$ cat config.mk
export PLATFORM = sky130hd
export DESIGN_NAME = fetch_queue
export DESIGN_NICKNAME = d
export VERILOG_FILES = /design/src/rtl/fetch_queue.sv
export SDC_FILE = /design/constraint.sdc
export NUM_CORES = 1
export LEC_CHECK = 0
export BUFFER_PORTS_ARGS = -buffer_cell sky130_fd_sc_hd__buf_2
export CAP_MARGIN = 20
export CORE_UTILIZATION = 40
export DETAILED_ROUTE_END_ITERATION = 10
export PLACE_DENSITY = 0.61
export SYNTH_ARGS = -nofsm -noshare
export SYNTH_HDL_FRONTEND = slang
export SYNTH_HIERARCHICAL = 1
export SYNTH_SLANG_ARGS = --single-unit
$ cat constraint.sdc
create_clock -name clk -period 4.6 [get_ports clk]
set_input_delay 0.92 -clock clk [delete_from_list [all_inputs] [get_ports clk]]
set_output_delay 0.92 -clock clk [all_outputs]
set_load 0.1 [all_outputs]
$ cat src/rtl/fetch_queue.sv
// Fetch stage: PC generator, in-order imem request port and a DEPTH-entry prefetch FIFO.
// Optional FETCH_QUEUE_PERF_EN adds pop and redirect counters as output ports.

module fetch_queue_checker #(
    parameter int CW = 3
) (
    input logic          clk,
    input logic          reset,
    input logic          imem_rvalid,
    input logic          push_s,
    input logic          pop_s,
    input logic          full_s,
    input logic [CW-1:0] in_flight_r
);
    // Every response must pair with an accepted request, and the credit rule must keep the FIFO from overflowing
    a_rvalid_has_request: assert property (@(posedge clk) disable iff (!reset)
        imem_rvalid |-> (in_flight_r != {CW{1'b0}}));
    a_no_push_when_full: assert property (@(posedge clk) disable iff (!reset)
        (push_s && full_s) |-> pop_s);
endmodule

module fetch_queue #(
    parameter int              N        = 64,
    parameter int              IW       = 32,
    parameter int              DEPTH    = 4,
    parameter logic [N-1:0]    RESET_PC = {N{1'b0}},
    parameter int unsigned     PC_STEP  = 4
) (
    input  logic          clk,
    input  logic          reset,
    input  logic          PCSrc_F,
    input  logic [N-1:0]  PCBranch_F,
    output logic          imem_req_F,
    output logic [N-1:0]  imem_addr_F,
    input  logic          imem_ack_F,
    input  logic          imem_rvalid,
    input  logic [IW-1:0] imem_rdata,
    output logic          inst_valid_D,
    output logic [IW-1:0] inst_D,
    output logic [N-1:0]  inst_pc_D,
    input  logic          inst_ready_D
`ifdef FETCH_QUEUE_PERF_EN
    ,
    output logic [31:0]   perf_fetched,
    output logic [31:0]   perf_redirects
`endif
);
    localparam int             AW      = $clog2(DEPTH);
    localparam int             CW      = AW + 1;
    localparam logic [N-1:0]   STEP_C  = N'(PC_STEP);
    localparam logic [CW-1:0]  ONE_C   = CW'(1);
    localparam logic [CW-1:0]  FULL_C  = CW'(DEPTH);
    localparam logic [CW:0]    LIMIT_C = (CW+1)'(DEPTH);

    logic [N-1:0]  pc_r;
    logic [N-1:0]  resp_pc_r;
    logic [CW-1:0] in_flight_r;
    logic [CW-1:0] drop_cnt_r;
    logic [CW-1:0] count_r;
    logic [AW-1:0] wr_ptr_r;
    logic [AW-1:0] rd_ptr_r;
    logic [N-1:0]  mem_pc_r   [DEPTH];
    logic [IW-1:0] mem_inst_r [DEPTH];

    logic          credit_s;
    logic          accept_s;
    logic          drop_s;
    logic          push_s;
    logic          pop_s;
    logic          full_s;
    logic [CW-1:0] in_flight_nxt_s;
    logic [CW-1:0] count_nxt_s;

    // Outstanding requests plus buffered entries may never exceed the FIFO size
    assign credit_s     = ({1'b0, in_flight_r} + {1'b0, count_r}) < LIMIT_C;
    assign imem_req_F   = reset && !PCSrc_F && credit_s;
    assign imem_addr_F  = pc_r;
    assign inst_valid_D = (count_r != {CW{1'b0}});
    assign inst_D       = mem_inst_r[rd_ptr_r];
    assign inst_pc_D    = mem_pc_r[rd_ptr_r];
    assign full_s       = (count_r == FULL_C);

    // Event decode; a redirect voids any push or pop in its cycle
    always_comb begin
        accept_s = imem_req_F && imem_ack_F;
        drop_s   = imem_rvalid && (drop_cnt_r != {CW{1'b0}});
        push_s   = imem_rvalid && !PCSrc_F && (drop_cnt_r == {CW{1'b0}});
        pop_s    = inst_valid_D && inst_ready_D && !PCSrc_F;
    end

    // Next in-flight and occupancy counts
    always_comb begin
        in_flight_nxt_s = in_flight_r;
        count_nxt_s     = count_r;
        case ({accept_s, imem_rvalid})
            2'b10:   in_flight_nxt_s = in_flight_r + ONE_C;
            2'b01:   in_flight_nxt_s = in_flight_r - ONE_C;
            default: in_flight_nxt_s = in_flight_r;
        endcase
        case ({push_s, pop_s})
            2'b10:   count_nxt_s = count_r + ONE_C;
            2'b01:   count_nxt_s = count_r - ONE_C;
            default: count_nxt_s = count_r;
        endcase
    end

    // PC, response tracking and FIFO pointer state
    always_ff @(posedge clk or negedge reset) begin
        if (!reset) begin
            pc_r        <= RESET_PC;
            resp_pc_r   <= RESET_PC;
            in_flight_r <= {CW{1'b0}};
            drop_cnt_r  <= {CW{1'b0}};
            count_r     <= {CW{1'b0}};
            wr_ptr_r    <= {AW{1'b0}};
            rd_ptr_r    <= {AW{1'b0}};
        end else begin
            in_flight_r <= in_flight_nxt_s;
            if (PCSrc_F) begin
                // Responses still owed to the old path must be swallowed
                pc_r       <= PCBranch_F;
                resp_pc_r  <= PCBranch_F;
                drop_cnt_r <= in_flight_r - CW'(imem_rvalid);
                count_r    <= {CW{1'b0}};
                wr_ptr_r   <= {AW{1'b0}};
                rd_ptr_r   <= {AW{1'b0}};
            end else begin
                count_r <= count_nxt_s;
                if (accept_s) begin
                    pc_r <= pc_r + STEP_C;
                end
                if (drop_s) begin
                    drop_cnt_r <= drop_cnt_r - ONE_C;
                end
                if (push_s) begin
                    resp_pc_r <= resp_pc_r + STEP_C;
                    wr_ptr_r  <= wr_ptr_r + AW'(1);
                end
                if (pop_s) begin
                    rd_ptr_r <= rd_ptr_r + AW'(1);
                end
            end
        end
    end

    // FIFO storage, written on push only
    always_ff @(posedge clk) begin
        if (push_s) begin
            mem_pc_r[wr_ptr_r]   <= resp_pc_r;
            mem_inst_r[wr_ptr_r] <= imem_rdata;
        end
    end

`ifdef FETCH_QUEUE_PERF_EN
    // Pop and redirect counters, wrapping at 2^32
    always_ff @(posedge clk or negedge reset) begin
        if (!reset) begin
            perf_fetched   <= 32'd0;
            perf_redirects <= 32'd0;
        end else begin
            if (pop_s) begin
                perf_fetched <= perf_fetched + 32'd1;
            end
            if (PCSrc_F) begin
                perf_redirects <= perf_redirects + 32'd1;
            end
        end
    end
`endif

    fetch_queue_checker #(.CW(CW)) u_checker (
        .clk         (clk),
        .reset       (reset),
        .imem_rvalid (imem_rvalid),
        .push_s      (push_s),
        .pop_s       (pop_s),
        .full_s      (full_s),
        .in_flight_r (in_flight_r)
    );
endmodule

=== Word-level counts from Yosys, hierarchy flattened ===
Memory sizes are Yosys's and may differ from the RTL's.
Cells that the tools add are included.

* Bits in registers: 141
* Bits in writable memories: 384
* Memories kept: 2

* Reductions and logical operators: 18
* Eq/ne operators: 4
* Order comparisons: 1
* Add/sub/neg operators: 11
* Muxes and demuxes: 15

{| class="wikitable"
|+ Memory list
! name !! words !! width !! read ports !! clocked after Yosys merged registers in !! write ports !! line !! RTL
|-
| mem_pc_r || 4 || 64 || 1 || 0 || 1 || 62 || <nowiki>logic [N-1:0] mem_pc_r [DEPTH];</nowiki>
|-
| mem_inst_r || 4 || 32 || 1 || 0 || 1 || 63 || <nowiki>logic [IW-1:0] mem_inst_r [DEPTH];</nowiki>
|}

{| class="wikitable"
|+ Operator list
! kind !! count
|-
| two-way mux 64 bit || 4
|-
| adder 64 x 3 -> 64 bit (second input constant) || 2
|-
| one-hot mux 3 bit (2 select lines) || 2
|-
| nonzero test 2 bit || 5
|-
| two-way mux 3 bit || 3
|-
| nonzero test 3 bit || 3
|-
| subtractor 3 x 1 -> 3 bit (second input constant) || 3
|-
| logical AND 1 bit || 8
|-
| two-way mux 2 bit || 4
|-
| adder 3 x 1 -> 3 bit (second input constant) || 2
|-
| adder 2 x 1 -> 2 bit (second input constant) || 2
|-
| adder 3 x 3 -> 4 bit || 1
|-
| == test 2 x 1 -> 1 bit (second input constant) || 2
|-
| == test 2 bit (second input constant) || 2
|-
| less-than comparator 4 x 3 -> 1 bit (second input constant) || 1
|-
| logical NOT 3 bit || 1
|-
| subtractor 3 x 1 -> 3 bit || 1
|-
| two-way mux 1 bit || 2
|-
| logical NOT 1 bit || 1
|}

=== Logic depth before layout (Yosys ltp) ===
Gate-level depths: netlist of the first run.

* Depth after elaboration: 6
* Mapped depth: 13
* Depth with buffers taken out: 10

=== Worst setup path after synthesis of the first run ===
OpenSTA, ideal clock, no wires.

* Kind: input-to-reg
* From: input PCSrc_F
* To: memory mem_inst_r[2][0] (enable)
* Arrival time: 4.003 ns
* Stages on the path: 5
* Path slack: 0.131 ns
* Path buffers: 3
* Required time: 4.134 ns
* Path through: clkbuf_1 -> clkbuf_1 -> inv_2 -> clkbuf_1 -> and3_1

* Longest elaborated chain between the ends: 5

{| class="wikitable"
|+ RTL lines
! what !! line !! RTL
|-
| from (decl) || 31 || <nowiki>input logic PCSrc_F,</nowiki>
|-
| logical NOT 1 bit || 87 || <nowiki>push_s = imem_rvalid && !PCSrc_F && (drop_cnt_r == {CW{1'b0}});</nowiki>
|-
| logical AND 1 bit (2 in series) || 87 ||
|-
| two-way mux 1 bit || 148 || <nowiki>if (push_s) begin</nowiki>
|-
| two-way mux 1 bit (implied by the code) || 150 || <nowiki>mem_inst_r[wr_ptr_r] <= imem_rdata;</nowiki>
|-
| to (decl) || 63 ||
|}

Every way passes these cells.

=== Worst setup path after layout of the first run ===
* From: register rd_ptr_r[1]
* To: output inst_D[29]

* Longest elaborated chain between the ends: 1

{| class="wikitable"
|+ RTL lines
! what !! line !! RTL
|-
| from (decl) || 61 || <nowiki>logic [AW-1:0] rd_ptr_r;</nowiki>
|-
| from (signal assigned) || 116 || <nowiki>rd_ptr_r <= {AW{1'b0}};</nowiki>
|-
| from (signal assigned) || 126 || <nowiki>rd_ptr_r <= {AW{1'b0}};</nowiki>
|-
| from (signal assigned) || 140 || <nowiki>rd_ptr_r <= rd_ptr_r + AW'(1);</nowiki>
|-
| memory read (4 x 32 bit) || - ||
|-
| to (decl) || 39 || <nowiki>output logic [IW-1:0] inst_D,</nowiki>
|}

Every way passes these cells.

==> results.py, run 1 <==
metrics = {
    "outcome": {
        "run_status": "completed",
    },
    "sta": {
        "max_clock_freq_mhz": 273.7,
        "period_share_pct": 79.41,
        "slew-limit-headroom_pct": 42.25,
        "hold_viol": 0,
        "maxSlewViolCount": 0,
        "tns_ns": 0,
        "setup_viol_count_final": 0,
        "min_period_ns": 3.653,
        "skew_ns": 0.01501,
        "tightest_slew_ns": 0.8663,
        "grt_setup_unrepaired": "no",
    },
    "worst_setup_path": {
        "arrival_ns": 2.73,
        "ff2ff_path_depth": 7,
        "ff2ff_setup_slack_ns": 1.58,
        "required_ns": 3.68,
        "r2r-end": "imem_addr_F[54]$_DFFE_PN0P_",
        "start_kind": "register",
        "regToRegStartpoint": "imem_addr_F[2]$_DFFE_PN0P_",
        "critPathKind": "reg2out",
        "path_max_fanout": 44,
        "end_kind": "output port",
    },
    "pwr": {
        "ir_worst_vdd_uv": 454.6,
        "powerDensity_nw_per_um2": 586.3,
        "power_leakage_uw": 0.009261,
        "power_uw": 15350,
    },
    "floorplanning": {
        "rows": 85,
        "ios": 264,
        "die_area_um2": 55960,
        "core_area_um2": 54130,
        "chipWidth_um": 236.6,
        "start_util_pct": 40.66,
        "dieHeight_um": 236.6,
    },
    "yosys": {
        "synth_xor_area_share_pct": 3.223,
        "synth_top_area_share_pct": 52.39,
        "ys.flop_type": "edfxtp_1",
        "synth-async-reset-ratio_pct": 26.86,
        "seq_area_frac_synth_pct": 68.43,
        "synth-seq-cells": 525,
        "syn_inst": 1436,
        "muxShareOfSynthArea_pct": 10.97,
        "synthesis.area_um2": 22010,
        "ys_top_cells_by_area": "edfxtp_1, dfrtp_1, mux4_2",
        "synth.distinct_cells": 50,
        "synth_commonest_cells": "edfxtp_1, dfrtp_1, nand2_1",
        "synth.most_common_cell": "edfxtp_1",
        "synth_edf_count": 384,
        "synth_top_family_by_area": "multiplexers",
        "synth_adder_area_share_pct": 0.9210,
        "avgSynthCellArea_um2": 15.33,
        "yosysWarnings": 6,
        "synth_nets": 1553,
        "synth_compound_area_share_pct": 4.332,
        "yosysTopAreaCell": "edfxtp_1",
        "yosys.area_share.simple_pct": 10.64,
    },
    "flow_run": {
        "max_cap_violations": 0,
    },
    "clock_network": {
        "ctsResizeCount": 0,
        "clkLatencyLatePin_ns": 0.61,
        "numCtsBuffers": 55,
        "cts_tree": "done",
        "clkSinkCount": 525,
        "h-tree-depth": 2,
        "root_buffer": "clkbuf_16",
        "cts_max_path_buffers": 3,
        "post_cts_buffers": 0,
        "cts.hold.buffers_added": 0,
        "path_clk_slew_ns": 0.06,
    },
    "detailed_routing": {
        "first_pass_iters": 5,
        "drt_iter0_drc": 1152,
        "via_per_inst": 5.615,
        "wirelength_mm": 58.73,
        "wl_per_cell_um": 23.78,
        "drc": 0,
        "vias": 13870,
        "ant_nets": 0,
    },
    "min_path": {
        "hold_class": "in2async",
    },
    "final_layout": {
        "drive_gt1_share_pct": 29.27,
        "fin_area_um2": 26180,
        "fillCellCount": 4679,
        "instances_no_fill": 2470,
        "nets": 1840,
        "area_delta_synth_final_pct": 18.93,
    },
    "place": {
        "dp_cells": 2361,
        "dpl_cell_area_um2": 24310,
        "place_congestion": 0.8822,
        "hpwl_mm": 39.72,
        "io_buffers": 263,
    },
    "global_routing": {
        "grt_overflow": 0,
        "grt_start_max_net_pins": 142,
        "grt_antenna_before_repair": 4,
        "first_global_vias": 13900,
        "grt_pass1_wl_mm": 87.66,
        "grtUsageTotal_pct": 21.03,
    },
}
## per-layer routing
metal / vias up / track usage, % / wire (µm)
met2: 500 / 31.78 / 26660
met3: 126 / 4.920 / 4074
met5: - / 0 / 7
li1: 6199 / - / -
met1: 7042 / 29.24 / 25630
met4: 2 / 8.815 / 2357
## worst max-delay path, stage by stage (launching register included)
cell     delay [ns]
dfrtp_4        0.92
buf_4          0.47
mux4_2         0.28
buf_2          0.43
## cells in the final DEF (no fill, tap or decap), drive strengths merged, types with 22 or more instances in the layout
cell type	n
edfxtp	384
and3	22
clkinv	23
a21oi	25
nor2	75
clkbuf	70
nand3	78
nand2	127
nand4	51
xnor2	38
xor2	43
inv	25
dfrtp	141
nor3	24
buf	291
mux4	96
o21ai	77
## where the power goes
| group | switching [µW] | internal (µW) |
|---|---|---|
| clock | 1880 | 2600 |
| sequential | 394 | 5410 |
| combinational | 3940 | 1120 |
## kinds of logic after synthesis
family,after synthesis
AO/OA/AOI/OAI,159
buffers and inverters,85
XOR/XNOR,81
AND/OR/NAND/NOR,452
multiplexers,119
adder cells (fa/ha/maj),15
flip-flops,525
## layout make-up
cell class              instances  area [µm²]  share of cell area, %
flip-flops and latches        525       15070                  57.56
multi-input cells             826        6644                  25.38
repair buffers                291        1648                  6.295
clock buffers                  70        1503                  5.741
well taps                     696       870.8                  3.327
clock inverters                34       342.8                  1.310
inverters                      24       90.09                 0.3442
diodes                          4       10.01                0.03824
## how the worst max path moves through the flow
| stage | from | end | slack [ns] |
|---|---|---|---|
| after floorplan | PCSrc_F | mem_inst_r[2][0]$_DFFE_PP_ | 0.13 |
| after global placement | imem_rvalid | resp_pc_r[57]$_DFFE_PN0N_ | 1.35 |
| after detailed placement | imem_rvalid | resp_pc_r[57]$_DFFE_PN0N_ | 1.23 |
| after CTS | rd_ptr_r[1]$_DFFE_PN0P_ | inst_D[17] | 0.87 |
| after global routing | rd_ptr_r[1]$_DFFE_PN0P_ | inst_D[28] | 0.83 |
| final | rd_ptr_r[1]$_DFFE_PN0P_ | inst_D[29] | 0.95 |
## registers in the layout (all words and copies together) (netlist names)
| signal | cells |
|---|---|
| rd_ptr_r | 2 |
| mem_pc_r | 256 |
| count_r | 3 |
| in_flight_r | 3 |
| resp_pc_r | 64 |
| mem_inst_r | 128 |
| wr_ptr_r | 2 |
| drop_cnt_r | 3 |
| imem_addr_F | 64 |
## stage by stage
stage | util, % | hold WS, ns | worst slack (ns)
3_5_place_dp | 44.91 | 0.5062 | 1.231
5_1_grt | 48.35 | 0.4920 | 0.8325
3_3_place_gp | 44.91 | 0.4954 | 1.349
4_1_cts | 48.32 | 0.4789 | 0.8746
2_1_floorplan | - | 0.4681 | 0.1311
6_report | 48.35 | 0.4278 | 0.9470
Note: power is estimated with default switching activity, not from simulation.
==> inputs of run 2 (changes only) <==
==> constraint.sdc (replaced) <==
create_clock -name clk -period 3.4 [get_ports clk]
set_input_delay 0.68 -clock clk [delete_from_list [all_inputs] [get_ports clk]]
set_output_delay 0.68 -clock clk [all_outputs]
set_load 0.1 [all_outputs]
==> run 2 against run 1 <==
Combinational power increased by 38%. Sequential share of layout area decreased by 0.13 points. Critical path depth unchanged. Register-to-register slack got worse by 0.95 ns. Total power increased by 35%. Sequential cell count unchanged. Highest routed layer is now met4.
==> results.py, run 2 (synthesis results as in run 1) <==
metrics = {
    "global_routing": {
        "grt_antenna_before_repair": 0,
        "grt_pass1_wl_mm": 88.21,
        "busiest_layer": "met2",
        "grtUsageTotal_pct": 21.12,
        "first_global_vias": 13820,
        "met3_usage_pct": 4.733,
        "grtUsageMet2_pct": 32.63,
        "grt_overflow": 0,
        "grt_start_max_net_pins": 74,
        "grt_use_met1_pct": 29.61,
    },
    "pwr": {
        "pwr-share-clk_pct": 28.9,
        "sw_frac_of_total_pct": 40.48,
        "switchingPower_uw": 8407,
        "p_seq_share_pct": 37.5,
        "powerDensity_nw_per_um2": 791.7,
        "power_uw": 20770,
        "power_leakage_uw": 0.009306,
        "comb_power_share_pct": 33.5,
        "ir_worst_vdd_uv": 728.4,
        "internal-power_uw": 12360,
    },
    "detailed_routing": {
        "drt_iter0_drc": 981,
        "via_per_inst": 5.657,
        "ant_nets": 0,
        "wl_per_cell_um": 23.73,
        "first_pass_iters": 5,
        "wirelength_mm": 58.86,
        "vias": 14030,
        "drc": 0,
    },
    "clock_network": {
        "cts_max_path_buffers": 3,
        "clkLatencyLatePin_ns": 0.61,
        "ctsResizeCount": 0,
        "h-tree-depth": 2,
        "clkSinkCount": 525,
        "root_buffer": "clkbuf_16",
        "path_clk_slew_ns": 0.06,
        "cts_tree": "done",
        "numCtsBuffers": 55,
    },
    "sta": {
        "max_clock_freq_mhz": 322.9,
        "tns_ns": 0,
        "setup_slack_ns": 0.3029,
        "period_share_pct": 91.09,
        "grt_setup_unrepaired": "no",
        "tightest_slew_ns": 1.002,
        "min_period_ns": 3.097,
        "skew_ns": 0.01999,
        "maxSlewViolCount": 0,
        "slew-limit-headroom_pct": 33.20,
        "setup_viol_count_final": 0,
        "hold_viol": 0,
    },
    "final_layout": {
        "final_common_cell": "edfxtp_1",
        "final_core_util_pct": 48.46,
        "regMostFlops": "mem_pc_r",
        "regArea_um2": 15070,
        "instances_no_fill": 2480,
        "largest_reg_flops": 256,
        "final_cell_mix": "edfxtp_1, buf_2, dfrtp_1",
        "nets": 1854,
        "drive_gt1_share_pct": 29.43,
        "n_antenna_cell": 0,
        "multi_input_area_um2": 6644,
        "area_delta_synth_final_pct": 19.19,
        "largestRegisters": "mem_pc_r x256, mem_inst_r x128",
        "fillCellCount": 4694,
    },
    "floorplanning": {
        "start_util_pct": 40.66,
        "rows": 85,
        "ios": 264,
        "dieHeight_um": 236.6,
        "core_area_um2": 54130,
        "die_area_um2": 55960,
        "chipWidth_um": 236.6,
    },
    "place": {
        "place_congestion": 0.8768,
        "dpl_worst_slack_ns": 0.6269,
        "dp_cells": 2375,
        "io_buffers": 263,
        "hpwl_mm": 39.66,
    },
    "worst_setup_path": {
        "start_kind": "register",
        "arrival_ns": 2.42,
        "critPathKind": "reg2out",
        "required_ns": 2.72,
        "path_max_fanout": 26,
        "end_kind": "output port",
    },
    "flow_run": {
        "max_cap_violations": 0,
    },
    "outcome": {
        "run_status": "completed",
    },
    "min_path": {
        "hold_class": "in2reg",
    },
}
## run 2: worst max-delay path: stages (launching register included)
cell     delay [ns]
dfrtp_4        0.73
buf_4          0.37
mux4_2         0.27
buf_2          0.43
## run 2: per-stage QoR
step	area [µm²]	hold WS (ns)
2_1_floorplan	22010	0.3844
3_3_place_gp	24420	0.4925
3_5_place_dp	24420	0.4935
4_1_cts	26230	0.2473
5_1_grt	26230	0.2640
6_report	26230	0.2898
## run 2: power groups by stage
stage	Sequential [µW]	Combinational, µW	Clock, µW
after floorplan	8510	5000	0
after global placement	7890	7000	0
after detailed placement	7910	7020	0
after CTS	7790	7040	6140
after global routing	7850	7250	6360
final	7790	6960	6010
## run 2: final cells by class
class / instances / area share [%]
inverters: 24 / 0.3434
clock inverters: 29 / 1.116
clock buffers: 75 / 5.766
well taps: 696 / 3.320
multi-input cells: 826 / 25.33
repair buffers: 305 / 6.692
flip-flops and latches: 525 / 57.44
## run 2: repair_timing
item / 4_1_cts / 5_1_grt
hold endpoints to repair: 13 / 0
buffers inserted: 0 / 0
hold buffers: 1 / 0
## run 2: worst paths after layout
| check | startpoint | end | slack [ns] | cells after the start |
|---|---|---|---|---|
| max reg2reg | resp_pc_r[18]$_DFFE_PN0N_ | resp_pc_r[43]$_DFFE_PN0N_ | 0.63 | 6 |
| max in group asynchronous | reset | rd_ptr_r[1]$_DFFE_PN0P_ | 1.62 | 3 |
| min reg2reg | in_flight_r[0]$_DFFE_PN0P_ | in_flight_r[0]$_DFFE_PN0P_ | 0.50 | 1 |
| min in group asynchronous | reset | imem_addr_F[62]$_DFFE_PN0P_ | 0.46 | 2 |
| min | imem_rdata[29] | mem_inst_r[3][29]$_DFFE_PP_ | 0.29 | 1 |
| max | rd_ptr_r[1]$_DFFE_PN0P_ | inst_pc_D[7] | 0.30 | 3 |
## run 2: routing by layer
metal	vias to the layer above	wire length [µm]
met5	-	0
met4	0	1856
met3	112	4202
met2	504	27390
met1	7195	25410
li1	6219	-
